<file path="src/rtl/nibble_serial_add_ctrl.sv">
// Nibble-serial adder sequencer: drives one shared 4-bit carry adder, LSB nibble first.
// Optional subtraction mode (extra sub port) when SUB_EN is defined.
module nibble_serial_add_ctrl #(
  parameter int NIBBLES = 4
) (
  input  logic                   clk,
  input  logic                   rst_n,
  input  logic                   start,
  input  logic [4*NIBBLES-1:0]   op_a,
  input  logic [4*NIBBLES-1:0]   op_b,
  input  logic                   cin,
`ifdef SUB_EN
  input  logic                   sub,
`endif
  output logic                   busy,
  output logic                   done,
  output logic [4*NIBBLES-1:0]   result,
  output logic                   cout,
  output logic [3:0]             add_a,
  output logic [3:0]             add_b,
  output logic                   add_cin,
  input  logic [3:0]             add_sum,
  input  logic                   add_cout
);

  // state | meaning
  // IDLE  | waiting for start; result/cout hold the last answer
  // RUN   | one nibble added per edge, idx selects the slice
  // DONE  | single-cycle done pulse; start here re-enters RUN at once
  typedef enum logic [1:0] {IDLE, RUN, DONE} state_t;

  localparam int W  = 4*NIBBLES;
  localparam int IW = $clog2(NIBBLES);
  localparam logic [IW-1:0] LAST = IW'(NIBBLES-1);

  state_t          state, state_nxt;
  logic            accept;
  logic [IW-1:0]   idx;
  logic            carry;
  logic [W-1:0]    a_reg, b_reg;
  logic            sub_reg;

  always_ff @(posedge clk or negedge rst_n) begin
    if (!rst_n) state <= IDLE;
    else        state <= state_nxt;
  end

  always_comb begin
    state_nxt = state;
    accept    = 1'b0;
    case (state)
      IDLE: if (start) begin
        state_nxt = RUN;
        accept    = 1'b1;
      end
      RUN:  if (idx == LAST) state_nxt = DONE;
      DONE: begin
        if (start) begin
          state_nxt = RUN;
          accept    = 1'b1;
        end else begin
          state_nxt = IDLE;
        end
      end
      default: state_nxt = IDLE;
    endcase
  end

`ifdef SUB_EN
  always_ff @(posedge clk or negedge rst_n) begin
    if (!rst_n)      sub_reg <= 1'b0;
    else if (accept) sub_reg <= sub;
  end
  // Subtraction is a + ~b + ~cin, so the initial carry is inverted too.
  wire init_carry = cin ^ sub;
`else
  assign sub_reg = 1'b0;
  wire init_carry = cin;
`endif

  always_ff @(posedge clk or negedge rst_n) begin
    if (!rst_n) begin
      idx    <= '0;
      carry  <= 1'b0;
      a_reg  <= '0;
      b_reg  <= '0;
      result <= '0;
      cout   <= 1'b0;
    end else if (accept) begin
      a_reg <= op_a;
      b_reg <= op_b;
      carry <= init_carry;
      idx   <= '0;
    end else if (state == RUN) begin
      result[{idx, 2'b00} +: 4] <= add_sum;
      carry <= add_cout;
      if (idx == LAST) cout <= add_cout;
      else             idx  <= idx + 1'b1;
    end
  end

  always_comb begin
    add_a   = 4'd0;
    add_b   = 4'd0;
    add_cin = 1'b0;
    if (state == RUN) begin
      add_a   = a_reg[{idx, 2'b00} +: 4];
      add_b   = b_reg[{idx, 2'b00} +: 4] ^ {4{sub_reg}};
      add_cin = carry;
    end
  end

  assign busy = (state == RUN);
  assign done = (state == DONE);

endmodule
</file>
<file path="config.mk">
export PLATFORM = sky130hd
export DESIGN_NAME = nibble_serial_add_ctrl
export DESIGN_NICKNAME = d
export VERILOG_FILES = /design/src/rtl/nibble_serial_add_ctrl.sv
export SDC_FILE = /design/constraint.sdc
export NUM_CORES = 1
export LEC_CHECK = 0
export CAP_MARGIN = 10
export CORE_UTILIZATION = 50
export CTS_BUF_LIST = sky130_fd_sc_hd__clkbuf_4
export CTS_CLUSTER_DIAMETER = 30
export DETAILED_ROUTE_END_ITERATION = 10
export GPL_ROUTABILITY_DRIVEN = 0
export PLACE_DENSITY = 0.87
export RECOVER_POWER = 25
export SYNTH_ARGS = -nofsm -noshare
export SYNTH_HDL_FRONTEND = slang
export SYNTH_SLANG_ARGS = --single-unit
</file>
<file path="constraint.sdc">
create_clock -name clk -period 2.04 [get_ports clk]
set_input_delay 0.408 -clock clk [delete_from_list [all_inputs] [get_ports clk]]
set_output_delay 0.408 -clock clk [all_outputs]
set_load 0.01 [all_outputs]
</file>
; After elaboration in Yosys (flattened, before gate mapping)
; Index checks and enable logic that the tools add are counted.
[word_totals]
input_bits = 41
elab_cells = 42
ff_bits = 54
[op_classes]
mux = 15
add_sub_neg = 2
bitwise = 1
n_reduce_logical = 7
n_eq_ne = 6
shift = 4
[ops]
columns = op, count
row1 = $shiftx 16x5->4, 2
row2 = $bwmux 16, 1
row3 = $shift 4x6->16 const A, 1
row4 = $shiftx 4x6->16, 1
row5 = $mux 2, 5
row6 = $mux 4, 2
row7 = $mux 1, 6
row8 = $neg 4->6, 1
row9 = $pmux 2 s3, 1
row10 = $reduce_and 2->1, 3
row11 = $eq 2x2->1 const B, 2
row12 = $ne 2x2->1 const B, 2
row13 = $reduce_and 3->1, 1
row14 = $add 2x1->2 const B, 1
row15 = $eq 2x1->1 const B, 1
row16 = $logic_not 2->1, 1
row17 = $ne 2x1->1 const B, 1
row18 = $reduce_bool 2->1, 1
row19 = $reduce_or 2->1, 1
row20 = $not 1->1, 1

; Depth between registers and ports, before layout
[depth]
depth_word = 5
depth_mapped = 7

; Worst setup path after synthesis
; No wires, ideal clock.
[synth_path]
kind = reg-to-reg
start = reg idx[0]
end = reg result[12]
arrival_time_ns = 1.740
synth_period_minus_slack_ns = 1.823
n_path_buf = 2
stages_incl_launch_ff = 8
required_time_ns = 1.957
setup_slack_ns = 0.217
cell_sequence = dfrtp_1 -> buf_6 -> buf_12 -> inv_1 -> ha_1 -> nor4b_4 -> nand2_1 -> o21ai_0
[synth_between]
elab_chain_len = 3
[synth_lines]
columns = item, line
row1 = from (decl), 38  ; logic [IW-1:0] idx;
row2 = from (signal assigned), 98  ; else idx <= idx + 1'b1;
row3 = $neg 4->6 (*), 95  ; result[{idx, 2'b00} +: 4] <= add_sum;
row4 = $shiftx 4x6->16 or $shift 4x6->16 (tied branches), 95
row5 = $bwmux 16 (*), 95
row6 = "to (signal, indexed assignment)", 95
row7 = to (decl), 17  ; output logic [4*NIBBLES-1:0] result,
; Every way passes the cells marked *; elsewhere a longest branch is shown, timed or not.
; A chain may end at the register's enable or synchronous reset.

; Worst setup path after layout
[layout_path]
start = reg state[1]
end = out add_a[2]
[layout_between]
elab_chain_len = 2
[layout_lines]
columns = item, line
row1 = from (decl), 36  ; state_t state, state_nxt;
row2 = from (signal assigned), 45  ; else state <= state_nxt;
row3 = $eq 2x1->1, 106  ; if (state == RUN) begin
row4 = $mux 4, 106
row5 = to (decl), 19  ; output logic [3:0] add_a,
; Every way passes these cells.

==> out/qor.csv <==
metric,value,unit
outcome,completed,
grt_max_degree,26,
die_x,74.70,µm
synth_area,2643,µm²
ios,69,
synth_largest_type_area_fraction,51.14,%
startpoint_type,register,
skew,0.008582,ns
firstDrtPassIters,4,
routed_wl,5067,µm
die_h,74.70,µm
yosysUniqueCellTypes,28,
seq_power_share,35.8,%
syn_inst,197,
clock_power_share,11.4,%
yosysMostFrequentCell,dfrtp_1,
path_clk_slew,0.15,ns
clock.fmax,0.5153,GHz
critPathRequiredTime,1.63,ns
cts_made_buffers,5,
cts-root-buf,clkbuf_4,
worst_slack,0.09940,ns
period_needed,1.941,ns
grt.overflow.total,0,
coreArea,5107,µm²
clkSinkCount,54,
cap_violations,0,
dr_total_vias,1749,
io_buffers,68,
pwr-share-comb,52.8,%
synth_common_cells,"dfrtp_1 (54), nand2_1 (33), mux2_4 (26)",
antenna_found_initial,0,
via_per_inst,5.040,
rsz0062_at_grt,true,
synth_edf_count,0,
design.die.area,5580,µm²
hp-class,register to register,
row_count,26,
syn_nets,243,
grt_pass1_vias,1817,
syn_to_final_growth,31.91,%
grt_use_total,20.32,%
setup_violations,0,
power_density,1526,nW/µm²
crit_type,register to output pin,
syn_avg_cell_area,13.41,µm²
grt_pass1_wl,8369,µm
finalMaxSlewViolations,0,
holdWs,0.4935,ns
peakVddDrop,0.0008009,V
fin_area,3486,µm²
fin_cells,347,
worst_pin_slew,0.5504,ns
hpwl,3819,µm
start_util,51.74,%
period_share,95.13,%
maxSlewHeadroom,63.31,%
yosysWarnings,0,
leakage,1.558,nW
place_inst,337,
drt_iter0_drc,44,
drc,0,
seq_area_frac_synth,51.14,%
hold_viol_final,0,
synthFlopType,dfrtp_1,
cts.htree.levels,2,
critPathMaxFanout,8,
cts_tree,yes,
worst_ep_arrival_time,1.53,ns
finalPower,0.005319,W
clk_latency,0.38,ns
yosys.area.top_type,dfrtp_1,
p_int,0.003458,W
synth_area_leaders,"dfrtp_1 (51%), mux2_4 (15%), mux2i_1 (6.1%)",
drive_gt1_share,26.71,%
preCtsSetupSlack,0.05138,ns
cp-end-kind,output pin,
wl_per_cell,14.60,µm
final_antenna_net_count,0,
swShare,34.99,%
yosys_register_bits,54,
max-clock-path-buffers,2,
p_switching,0.001861,W
antenna_cells,0,
final_nets,322,
place_area,3381,µm²
synth-async-reset-ratio,100.0,%
==> worst paths after layout <==
check | depth (start not counted) | slack (ns) | end | startpoint
max in group asynchronous | 3 | 0.66 | idx[1] | rst_n
worst max-delay path | 5 | 0.1 | add_a[2] | state[1]
min in group asynchronous | 2 | 0.55 | carry | rst_n
worst max register to register | 6 | 0.21 | result[13] | idx[1]
worst min-delay path | 2 | 0.49 | result[7] | result[7]
worst min register to register | 2 | 0.49 | result[7] | result[7]
==> metal layers <==
metal	up-vias	wire, µm	global-route usage, %	share of wire [%]
li1	848	-	-	-
met1	846	2278	26.19	45
met2	49	2497	33.83	49
met3	6	226	4.953	4.5
met4	0	64	6.709	1.3
met5	-	0	0	0
==> final cells by class <==
class | count | area [µm²]
fillers | 397 | 1622
flip-flops and latches | 54 | 1351
multi-input cells | 132 | 1192
repair buffers | 80 | 760.7
well taps | 70 | 87.58
clock buffers | 7 | 52.55
clock inverters | 1 | 30.03
inverters | 3 | 11.26
==> power groups by stage <==
stage | registers (W) | clock network, W | logic [W]
after floorplan | 0.00193 | 0 | 0.00183
after global placement | 0.00189 | 0 | 0.00278
after detailed placement | 0.00191 | 0 | 0.00285
after CTS | 0.00191 | 0.000620 | 0.00287
after global routing | 0.00197 | 0.000671 | 0.00305
final | 0.00190 | 0.000608 | 0.00281
==> worst max-delay path, stage by stage, from the launching register on <==
cell and delay (ns):
dfrtp_1 0.44, nor2b_4 0.12, buf_4 0.14, nand2_4 0.10, o22ai_1 0.20, clkbuf_2 0.16
==> stage by stage <==
step                       TNS [ns]  util (%)
after global placement            0     66.19
after global routing      -0.001281     68.25
after detailed placement          0     66.19
after floorplan                   0         -
after CTS                  -0.04632     68.79
final                             0     68.25
==> cells by family (layout without fill, tap and decap cells) <==
group / Yosys count / in the layout / share of synthesized area (%)
compound gates: 25 / 25 / 5.398
mux: 49 / 49 / 23.82
flops: 54 / 54 / 51.14
fa+ha+maj: 5 / 5 / 2.367
xor+xnor: 1 / 1 / 0.3315
simple gates: 52 / 52 / 11.79
buf+inv: 11 / 91 / 5.161
==> layout by cell type (no fill, tap or decap), types with 2 or more instances in the layout <==
cell             instances
nor2b_4                  2
clkbuf_4                 7
o21ai_0                 11
o22ai_1                  6
nor4b_4                  2
o22ai_2                  2
buf_2                    3
clkbuf_2                 6
inv_1                    3
o21ai_1                  4
mux2_4                  26
ha_1                     5
dfrtp_1                 54
nor3b_2                  2
clkdlybuf4s50_1         56
mux2_2                   7
mux2i_1                 14
mux2i_2                  2
nand3b_1                 3
buf_12                   2
dlygate4sd2_1            2
nand2_1                 33
buf_4                    6
nand2_4                  2
==> what timing repair did <==
item / CTS / global route
endpoints found under the setup margin: 10 / 9
gates resized for setup: 26 / 14
hold endpoints to repair: 19 / 0
setup buffers: 1 / 0
hold buffers: 1 / 0
Note: power is estimated with default switching activity, not from simulation.
